### config.mk
export PLATFORM = sky130hd
export DESIGN_NAME = hub75_panel_driver
export DESIGN_NICKNAME = d
export VERILOG_FILES = /design/src/rtl/hub75_panel_driver.sv
export SDC_FILE = /design/constraint.sdc
export NUM_CORES = 1
export LEC_CHECK = 0
export ABC_AREA = 1
export BUFFER_PORTS_ARGS = -buffer_cell sky130_fd_sc_hd__buf_2
export CAP_MARGIN = 10
export CORE_AREA = 2 2 182 167
export CTS_BUF_LIST = sky130_fd_sc_hd__clkbuf_8
export CTS_CLUSTER_SIZE = 8
export DETAILED_ROUTE_END_ITERATION = 10
export DIE_AREA = 0 0 184 169
export HOLD_SLACK_MARGIN = 0.08
export SLEW_MARGIN = 20
export SYNTH_ARGS = -nofsm -noshare
export SYNTH_HDL_FRONTEND = slang
export SYNTH_SLANG_ARGS = --single-unit
### constraint.sdc
create_clock -name clk_in -period 3.6 [get_ports clk_in]
set_clock_uncertainty 0.15 [all_clocks]
set_input_delay 0.36 -clock clk_in [delete_from_list [all_inputs] [get_ports clk_in]]
set_output_delay 0.36 -clock clk_in [all_outputs]
set_load 0.02 [all_outputs]
### src/rtl/hub75_panel_driver.sv
// HUB75 single-row driver: capture a row, shift it out MSB column first, blank, latch, then display.
// Optional build macro HUB75_DRIVER_OVERLAP_EN keeps the previous row lit through IDLE and SHIFT.
module hub75_panel_driver #(
    parameter int GL_NUM_COL_PIXELS = 32,
    parameter int CLK_DIV           = 2,
    parameter int LATCH_CYCLES      = 2,
    parameter int DISPLAY_CYCLES    = 1000
) (
    input  logic                           clk_in,
    input  logic                           reset_in,
    // Packed rgb_row_t: {top_r, top_g, top_b, bot_r, bot_g, bot_b}, GL_NUM_COL_PIXELS bits each
    input  logic [6*GL_NUM_COL_PIXELS-1:0] row_in,
    input  logic                           row_valid_in,
    output logic                           row_ready_out,
    input  logic [3:0]                     row_address_in,
    output logic                           r0_out,
    output logic                           g0_out,
    output logic                           b0_out,
    output logic                           r1_out,
    output logic                           g1_out,
    output logic                           b1_out,
    output logic                           panel_clk_out,
    output logic                           lat_out,
    output logic                           oe_n_out,
    output logic [3:0]                     addr_out
);

    localparam int N       = GL_NUM_COL_PIXELS;
    localparam int COLW    = $clog2(N + 1);
    localparam int IDXW    = (N > 1) ? $clog2(N) : 1;
    localparam int DIVW    = $clog2(2 * CLK_DIV + 1);
    localparam int CNT_MAX = (LATCH_CYCLES > DISPLAY_CYCLES) ? LATCH_CYCLES : DISPLAY_CYCLES;
    localparam int CNTW    = $clog2(CNT_MAX + 1);

    localparam logic [2:0] S_IDLE    = 3'd0;
    localparam logic [2:0] S_SHIFT   = 3'd1;
    localparam logic [2:0] S_BLANK   = 3'd2;
    localparam logic [2:0] S_LATCH   = 3'd3;
    localparam logic [2:0] S_DISPLAY = 3'd4;

    localparam logic [COLW-1:0] COL_FULL  = COLW'(N);
    localparam logic [COLW-1:0] COL_ONE   = COLW'(1);
    localparam logic [DIVW-1:0] DIV_ONE   = DIVW'(1);
    localparam logic [DIVW-1:0] DIV_HALF  = DIVW'(CLK_DIV);
    localparam logic [DIVW-1:0] DIV_LAST  = DIVW'(2 * CLK_DIV - 1);
    localparam logic [CNTW-1:0] CNT_ONE   = CNTW'(1);
    localparam logic [CNTW-1:0] LAT_LAST  = CNTW'(LATCH_CYCLES - 1);
    localparam logic [CNTW-1:0] DISP_LAST = CNTW'(DISPLAY_CYCLES - 1);

    logic [2:0]       state_q, state_d;
    logic [COLW-1:0]  col_q, col_d;
    logic [DIVW-1:0]  div_q, div_d;
    logic [CNTW-1:0]  cnt_q, cnt_d;
    logic [6*N-1:0]   hold_q, hold_d;
    logic [3:0]       haddr_q, haddr_d;

    logic             ready_q, ready_d;
    logic             pclk_q, pclk_d;
    logic             lat_q, lat_d;
    logic             oe_n_q, oe_n_d;
    logic [3:0]       addr_q, addr_d;
    logic [5:0]       data_q, data_d;

    logic [5:0][N-1:0] planes;
    logic [IDXW-1:0]   idx;

`ifdef HUB75_DRIVER_OVERLAP_EN
    logic shown_q, shown_d;
`endif

    // col counts columns still to send (N..1); the bit index is col-1
    always_comb begin
        state_d = state_q;
        col_d   = col_q;
        div_d   = div_q;
        cnt_d   = cnt_q;
        hold_d  = hold_q;
        haddr_d = haddr_q;
        case (state_q)
            S_IDLE: begin
                if (row_valid_in) begin
                    hold_d  = row_in;
                    haddr_d = row_address_in;
                    col_d   = COL_FULL;
                    div_d   = '0;
                    state_d = S_SHIFT;
                end
            end
            S_SHIFT: begin
                if (div_q == DIV_LAST) begin
                    div_d = '0;
                    if (col_q == COL_ONE) begin
                        col_d   = '0;
                        state_d = S_BLANK;
                    end else begin
                        col_d = col_q - COL_ONE;
                    end
                end else begin
                    div_d = div_q + DIV_ONE;
                end
            end
            S_BLANK: begin
                cnt_d   = '0;
                state_d = S_LATCH;
            end
            S_LATCH: begin
                if (cnt_q == LAT_LAST) begin
                    cnt_d   = '0;
                    state_d = S_DISPLAY;
                end else begin
                    cnt_d = cnt_q + CNT_ONE;
                end
            end
            S_DISPLAY: begin
                if (cnt_q == DISP_LAST) begin
                    cnt_d   = '0;
                    state_d = S_IDLE;
                end else begin
                    cnt_d = cnt_q + CNT_ONE;
                end
            end
            default: state_d = S_IDLE;
        endcase
    end

    assign planes = hold_d;
    assign idx    = IDXW'(col_d - COL_ONE);

    // Outputs are registered from next-state values so they line up with state_q
    always_comb begin
        ready_d = (state_d == S_IDLE);
        pclk_d  = (state_d == S_SHIFT) && (div_d >= DIV_HALF);
        lat_d   = (state_d == S_LATCH);
        data_d  = data_q;
        if (state_d == S_SHIFT) begin
            data_d = {planes[5][idx], planes[4][idx], planes[3][idx],
                      planes[2][idx], planes[1][idx], planes[0][idx]};
        end
        addr_d = addr_q;
        if ((state_d == S_LATCH) && (state_q != S_LATCH)) begin
            addr_d = haddr_q;
        end
`ifdef HUB75_DRIVER_OVERLAP_EN
        shown_d = shown_q | (state_q == S_DISPLAY);
        oe_n_d  = 1'b1;
        if (state_d == S_DISPLAY) begin
            oe_n_d = 1'b0;
        end else if ((state_d == S_IDLE) || (state_d == S_SHIFT)) begin
            oe_n_d = ~shown_d;
        end
`else
        oe_n_d = (state_d != S_DISPLAY);
`endif
    end

    always_ff @(posedge clk_in) begin
        if (reset_in) begin
            state_q <= S_IDLE;
            col_q   <= '0;
            div_q   <= '0;
            cnt_q   <= '0;
            hold_q  <= '0;
            haddr_q <= '0;
            ready_q <= 1'b0;
            pclk_q  <= 1'b0;
            lat_q   <= 1'b0;
            oe_n_q  <= 1'b1;
            addr_q  <= '0;
            data_q  <= '0;
        end else begin
            state_q <= state_d;
            col_q   <= col_d;
            div_q   <= div_d;
            cnt_q   <= cnt_d;
            hold_q  <= hold_d;
            haddr_q <= haddr_d;
            ready_q <= ready_d;
            pclk_q  <= pclk_d;
            lat_q   <= lat_d;
            oe_n_q  <= oe_n_d;
            addr_q  <= addr_d;
            data_q  <= data_d;
        end
    end

`ifdef HUB75_DRIVER_OVERLAP_EN
    always_ff @(posedge clk_in) begin
        if (reset_in) begin
            shown_q <= 1'b0;
        end else begin
            shown_q <= shown_d;
        end
    end
`endif

    assign row_ready_out = ready_q;
    assign panel_clk_out = pclk_q;
    assign lat_out       = lat_q;
    assign oe_n_out      = oe_n_q;
    assign addr_out      = addr_q;
    assign {r0_out, g0_out, b0_out, r1_out, g1_out, b1_out} = data_q;

    // The panel must never be lit while latching
    a_lat_dark: assert property (@(posedge clk_in) disable iff (reset_in) lat_q |-> oe_n_q);
    a_lat_state: assert property (@(posedge clk_in) disable iff (reset_in) lat_q |-> (state_q == S_LATCH));
    a_pclk_state: assert property (@(posedge clk_in) disable iff (reset_in) pclk_q |-> (state_q == S_SHIFT));
    a_ready_state: assert property (@(posedge clk_in) disable iff (reset_in) ready_q |-> (state_q == S_IDLE));

endmodule

==> impl_metrics.py, run 1 <==
metrics = {
    "power_and_ir_drop": {
        "seqPwrFrac_pct": 44.1,
        "power.leakage_uw": 0.007355,
        "powerDensity_mw_per_mm2": 421.9,
        "p_sw_uw": 1856,
        "internal_power_uw": 4546,
        "power_frac_comb_pct": 18.6,
        "peakVddDrop_v": 0.0002330,
        "pwr-share-clk_pct": 37.3,
        "switching_share_pct": 28.99,
    },
    "placement": {
        "gp_congestion": 0.8822,
        "numPortBuffers": 212,
        "dp_cells": 2257,
        "pre_cts_ws_ps": 745.8,
        "post-dp-hpwl_um": 25720,
        "dpl_cell_area_mm2": 0.01274,
    },
    "floorplanning": {
        "rows": 60,
        "die_area_mm2": 0.03110,
        "io_pins": 213,
        "coreArea_mm2": 0.02928,
        "die_w_um": 184,
        "initial_utilization_pct": 39.36,
        "die-height_um": 169,
    },
    "worst_hold_path": {
        "hold_class": "primary input to flip-flop",
        "min-delay-start": "row_in[126]",
        "holdPathEnd": "hold_q[126]$_SDFF_PP0_",
        "holdPathStages": 5,
    },
    "clocking": {
        "cts.sinks": 232,
        "cts_buffers": 41,
        "htree_levels": 2,
        "postCtsHoldBufs": 163,
        "clkTransAtPathRegs_ps": 60,
        "clkLatencyLatePin_ps": 540,
        "cts_setup_buffers": 0,
        "cts_tree": "done",
        "clockBufferDepth": 3,
        "cts.root.buffer_cell": "clkbuf_8",
        "ctsResizeCount": 0,
    },
    "drt": {
        "drt_pass1_iterations": 6,
        "wl_per_cell_um": 15.58,
        "drt-total-wl_um": 38840,
        "drtIter0Drc": 1130,
        "num_vias": 12390,
        "post_drt_via_cell_ratio": 4.973,
        "drc": 0,
        "ant_nets": 0,
    },
    "timing": {
        "fin_crit_ps": 2892,
        "setup_slack_ps": 707.8,
        "maxSlewViolCount": 0,
        "tightest_slew_ps": 950.0,
        "finalCritPeriodShare_pct": 80.34,
        "maxSlewHeadroom_pct": 36.67,
        "rsz0062_at_grt": "no",
        "max_clock_freq_mhz": 345.8,
        "timing.hold.ws_ps": 76.47,
        "setup_viol": 0,
        "hold_viol_final": 0,
        "setup_tns_ps": 0,
    },
    "layout": {
        "final_common_cell": "nand2_1",
        "post_route_cells_drive_above_1_share_pct": 15.14,
        "fin_nets": 2296,
        "final_cell_mix": "350 x nand2_1, 285 x nand3_1, 232 x inv_1, 232 x dfxtp_1, 229 x nor2_1",
        "diodes": 0,
        "syn_to_final_growth_pct": 31.67,
        "fin_cells": 2492,
        "final_area_mm2": 0.01517,
    },
    "logic_synthesis": {
        "synthCells": 1770,
        "synth_top_family_by_area": "simple AND/OR/NAND/NOR gates",
        "synthSimpleGateAreaFrac_pct": 37.12,
        "synth_fa_ha_area_share_pct": 0.6515,
        "synth.cell_area_mm2": 0.01152,
        "synth_seq_cells": 232,
        "avgSynthCellArea_um2": 6.510,
        "synth_mux_area_share_pct": 0,
        "yosysSeqAreaShare_pct": 40.30,
        "synth_nets": 1975,
        "synth_warnings": 0,
        "synth_compound_area_share_pct": 9.099,
        "synth_xor_area_share_pct": 0.2280,
        "ys_types": 34,
    },
    "global_routing": {
        "grt_pass1_vias": 11790,
        "grt_max_degree": 117,
        "grt_pass1_wl_um": 61410,
        "grtUsageTotal_pct": 24.64,
        "antenna_found_initial": 0,
        "grt.busiest_layer": "met2",
        "use_met2_pct": 38.13,
        "grt_use_met1_pct": 34.47,
        "overflow": 0,
        "use_met3_pct": 3.485,
    },
    "critical_path": {
        "rrSetupSlack_ps": 710,
        "path_class": "flip-flop to flip-flop",
        "endpoint_kind": "flip-flop",
        "reg2reg_depth": 16,
        "r2r_start": "div_q[0]$_SDFF_PP0_",
        "crit_fanout": 36,
        "r2r_end": "data_q[0]$_SDFFE_PP0N_",
        "required_ps": 3910,
        "start_kind": "flip-flop",
        "cp.arrival_ps": 3200,
    },
    "status": {
        "outcome": "finished, final reports clean",
    },
    "job": {
        "maxCapViolations": 0,
    },
}
==> cell usage after synthesis <==
master    instances  area [µm²]
inv_1           222       833.3
a21oi_1          20       100.1
buf_2            51       255.2
or2_0            44       275.3
nand2_2           3       18.77
o21ai_0         112       560.5
nor2_1          229       859.6
or2_1             4       25.02
nor2_4            1       11.26
nor2_2            3       18.77
a31oi_1           1       6.260
o211ai_1          2       15.01
inv_2             9       33.78
o22ai_1           1       6.260
dfxtp_1         232        4644
ha_1              6       75.07
nand3_1         285        1426
xnor2_1           1       8.760
nand3_2           4       40.04
nand2_4           1       11.26
o21a_1            1       7.510
nor4_1            3       18.77
a211oi_1          2       15.01
clkbuf_1         55       206.5
xor2_1            2       17.52
nor3_1            3       15.01
o21ai_1          66       330.3
a22oi_1           1       7.510
buf_4             5       37.54
buf_6             5       56.30
buf_1             5       18.77
clkbuf_2          2       10.01
nand4_1          39       244.0
nand2_1         350        1314
==> cells by family (layout without fill, tap and decap cells) <==
| group | count (synthesis) | after routing |
|---|---|---|
| buf+inv | 354 | 704 |
| xor+xnor | 3 | 3 |
| simple gates | 969 | 969 |
| flops | 232 | 232 |
| fa+ha+maj | 6 | 6 |
| compound gates | 206 | 206 |
==> worst max path at each step <==
| stage | start | end | slack, ps | cells past startpoint |
|---|---|---|---|---|
| after CTS | col_q[0]$_SDFF_PP0_ | data_q[0]$_SDFFE_PP0N_ | 740 | 15 |
| after detailed placement | row_valid_in | row_ready_out$_SDFF_PP0_ | 750 | 9 |
| after floorplan | div_q[0]$_SDFF_PP0_ | data_q[4]$_SDFFE_PP0N_ | 720 | 18 |
| final | div_q[0]$_SDFF_PP0_ | data_q[0]$_SDFFE_PP0N_ | 710 | 16 |
| after global routing | state_q[2]$_SDFF_PP0_ | row_ready_out$_SDFF_PP0_ | 490 | 9 |
| after global placement | row_valid_in | row_ready_out$_SDFF_PP0_ | 740 | 9 |
==> stage by stage <==
step / util (%) / power [µW]
finish: 51.82 / 6402
global placement: 43.53 / 3901
detailed placement: 43.53 / 3916
global route: 51.82 / 6731
CTS: 51.82 / 6436
floorplan: - / 3559
==> final cells by class <==
type                    count  area [µm²]
inverters                 231       869.6
flip-flops and latches    232        4644
multi-input cells        1184        5453
well taps                 372       465.4
clock buffers              51       701.9
clock inverters            21       95.09
repair buffers            401        2944
fillers                  2901       14100
==> routing by layer <==
metal | part of all wire, % | vias up
li1 | - | 6263
met1 | 46 | 5563
met2 | 43 | 473
met3 | 6.5 | 94
met4 | 3.8 | 0
met5 | 0 | -
==> power by group through the flow <==
stage	combinational, µW	clock [µW]	sequential, µW
final	1190	2390	2820
after global routing	1340	2550	2840
after CTS	1180	2430	2830
after detailed placement	1040	0	2880
after floorplan	679	0	2880
after global placement	1030	0	2870
==> sequential cells by signal, summed over array words and instances (netlist names) <==
signal	count
hold_q	192
cnt_q	10
col_q	6
data_q	6
addr_out	4
haddr_q	4
div_q	3
state_q	3
lat_out	1
oe_n_out	1
panel_clk_out	1
row_ready_out	1
==> worst max-delay path, stage by stage, from the launching register on <==
cell and delay, ps:
dfxtp_1 350, ha_1 190, inv_1 90, nor2_4 160, nand3_1 190, nand3_4 130, nand2_4 70, inv_2 60
ha_2 290, clkinv_1 70, buf_4 350, nand3_1 120, nand3_1 180, nand3_1 100, nand3_1 120, nand2_1 70
a21oi_1 110
Power figures use the tool's default switching activity.
==> run 2: changes to the inputs <==
- clock period: 3.6 -> 2.9 ns (I/O delays scaled with it)
==> run 2 against run 1 <==
Hold slack better by 13 ps; combinational power increased by 35%; maximum frequency is 8.4% higher; first-iteration DRC count about the same; clock power grew 38%; non-clock buffer count rose by 69; largest power group unchanged; die area stayed put; sequential share of layout area is 1.5 points lower.
==> impl_metrics.py, run 2 (synthesis results as in run 1) <==
metrics = {
    "timing": {
        "setup_tns_ps": 0,
        "setup_slack_ps": 233.1,
        "max_clock_freq_mhz": 375.0,
        "finalCritPeriodShare_pct": 91.96,
        "maxSlewHeadroom_pct": 56.43,
        "fin_crit_ps": 2667,
        "tightest_slew_ps": 653.6,
        "hold_viol_final": 0,
        "maxSlewViolCount": 0,
        "rsz0062_at_grt": "no",
        "setup_viol": 0,
    },
    "layout": {
        "reg_top3": "hold_q (192), cnt_q (10)",
        "fin_nets": 2365,
        "fillCellCount": 2810,
        "final_cell_mix": "350 x nand2_1, 284 x nand3_1, 231 x dfxtp_1",
        "postLayoutCoreUtil_pct": 54.52,
        "syn_to_final_growth_pct": 38.52,
        "post_route_cells_drive_above_1_share_pct": 16.94,
        "diodes": 0,
        "final_common_cell": "nand2_1",
        "top_register": "hold_q",
        "largest_register_ffs": 192,
    },
    "clocking": {
        "clkLatencyLatePin_ps": 560,
        "cts.sinks": 232,
        "cts.root.buffer_cell": "clkbuf_8",
        "cts_setup_buffers": 0,
        "cts_tree": "done",
        "cts_buffers": 41,
        "htree_levels": 2,
        "clkTransAtPathRegs_ps": 60,
        "clockBufferDepth": 3,
    },
    "power_and_ir_drop": {
        "internal_power_uw": 6060,
        "peakVddDrop_v": 0.0002927,
        "switching_share_pct": 27.98,
        "p_sw_uw": 2355,
        "powerDensity_mw_per_mm2": 527.1,
        "seqPwrFrac_pct": 41.7,
        "pwr-share-clk_pct": 39.1,
        "power_frac_comb_pct": 19.1,
        "power.leakage_uw": 0.007728,
    },
    "critical_path": {
        "path_cells": "ha_1, nand2_1, nor2_2, nand3_4, nand2_4, inv_2, ha_2, clkinv_1, buf_6, nand3_1, nand3_1, nand3_1, nand3_1, nand2_1, a21oi_1",
        "required_ps": 3170,
        "rrSetupSlack_ps": 230,
        "path_class": "flip-flop to flip-flop",
        "cp.arrival_ps": 2940,
        "crit_buf_inv": 3,
        "endpoint_kind": "flip-flop",
        "start_kind": "flip-flop",
        "cpPeakStageDelay_ps": 360,
        "crit_fanout": 24,
        "worst_path_most_repeated_cell": "nand3_1",
        "crit_family": "simple AND/OR/NAND/NOR gates",
        "cpMaxStageDelayCell": "ha_2",
    },
    "drt": {
        "drt-total-wl_um": 39700,
        "wl_per_cell_um": 15.49,
        "ant_nets": 0,
        "drc": 0,
        "drt_pass1_iterations": 5,
        "post_drt_via_cell_ratio": 4.965,
        "drtIter0Drc": 1131,
        "num_vias": 12720,
    },
    "placement": {
        "post-dp-hpwl_um": 26220,
        "pre_cts_ws_ps": 167.5,
        "gp_congestion": 0.8738,
        "numPortBuffers": 212,
    },
    "global_routing": {
        "grt_pass1_vias": 11980,
        "grt_pass1_wl_um": 62360,
        "grt_max_degree": 121,
        "overflow": 0,
        "grtUsageTotal_pct": 25.07,
        "antenna_found_initial": 0,
    },
    "floorplanning": {
        "die_area_mm2": 0.03110,
        "die_w_um": 184,
        "io_pins": 213,
        "rows": 60,
        "die-height_um": 169,
        "coreArea_mm2": 0.02928,
        "initial_utilization_pct": 39.36,
    },
    "job": {
        "maxCapViolations": 0,
    },
    "status": {
        "outcome": "finished, final reports clean",
    },
    "worst_hold_path": {
        "hold_class": "primary input to flip-flop",
    },
}
## run 2: timing repair
action	CTS	global route
hold buffers	187	0
resized for setup	0	4
setup endpoints to repair	0	6
hold endpoints to repair	197	0
## run 2: layer usage
metal,vias up,wire (µm),global-route usage (%)
li1,6401,-,-
met1,5760,18530,35.08
met2,491,17600,39.84
met3,69,2607,3.765
met4,0,959,7.687
met5,-,0,0
## run 2: stage by stage
step                hold slack [ps]  power [µW]  instance area, µm²  std cells
global route                  133.8        8806               15960       2562
CTS                           86.98        8443               15950       2562
floorplan                     278.7        4418               11520       1770
finish                        89.54        8415               15960       2562
global placement              294.3        4952               13170       2302
detailed placement            308.0        4968               13170       2302
## run 2: power groups by stage
| stage | clock (µW) | sequential, µW | combinational [µW] |
|---|---|---|---|
| finish | 3290 | 3510 | 1610 |
| global route | 3470 | 3530 | 1800 |
| CTS | 3340 | 3510 | 1590 |
| detailed placement | 0 | 3580 | 1390 |
| global placement | 0 | 3570 | 1380 |
| floorplan | 0 | 3570 | 843 |
## run 2: path summary, 6_finish.rpt
| kind | start | to | cells after the start |
|---|---|---|---|
| setup / recovery | div_q[0]$_SDFF_PP0_ | data_q[3]$_SDFFE_PP0N_ | 15 |
| hold / removal | row_in[154] | hold_q[154]$_SDFF_PP0_ | 5 |
| setup reg to reg | div_q[0]$_SDFF_PP0_ | data_q[3]$_SDFFE_PP0N_ | 15 |
| hold reg to reg | div_q[0]$_SDFF_PP0_ | div_q[0]$_SDFF_PP0_ | 1 |
## run 2: final cells by class
cell class	count	area, µm²	share of cell area [%]
sequential	232	4646	29.10
timing repair buffer	470	3613	22.64
clock buffer	56	770.7	4.828
clock inverter	17	135.1	0.8465
multi-input combinational	1184	5463	34.22
tap	372	465.4	2.916
inverter	231	869.6	5.448
## run 2: tightest hold or removal path, cell delays in order
cell and delay, ps:
buf_2 70, or2_0 90, o21ai_1 90, buf_4 140, nor2_1 60
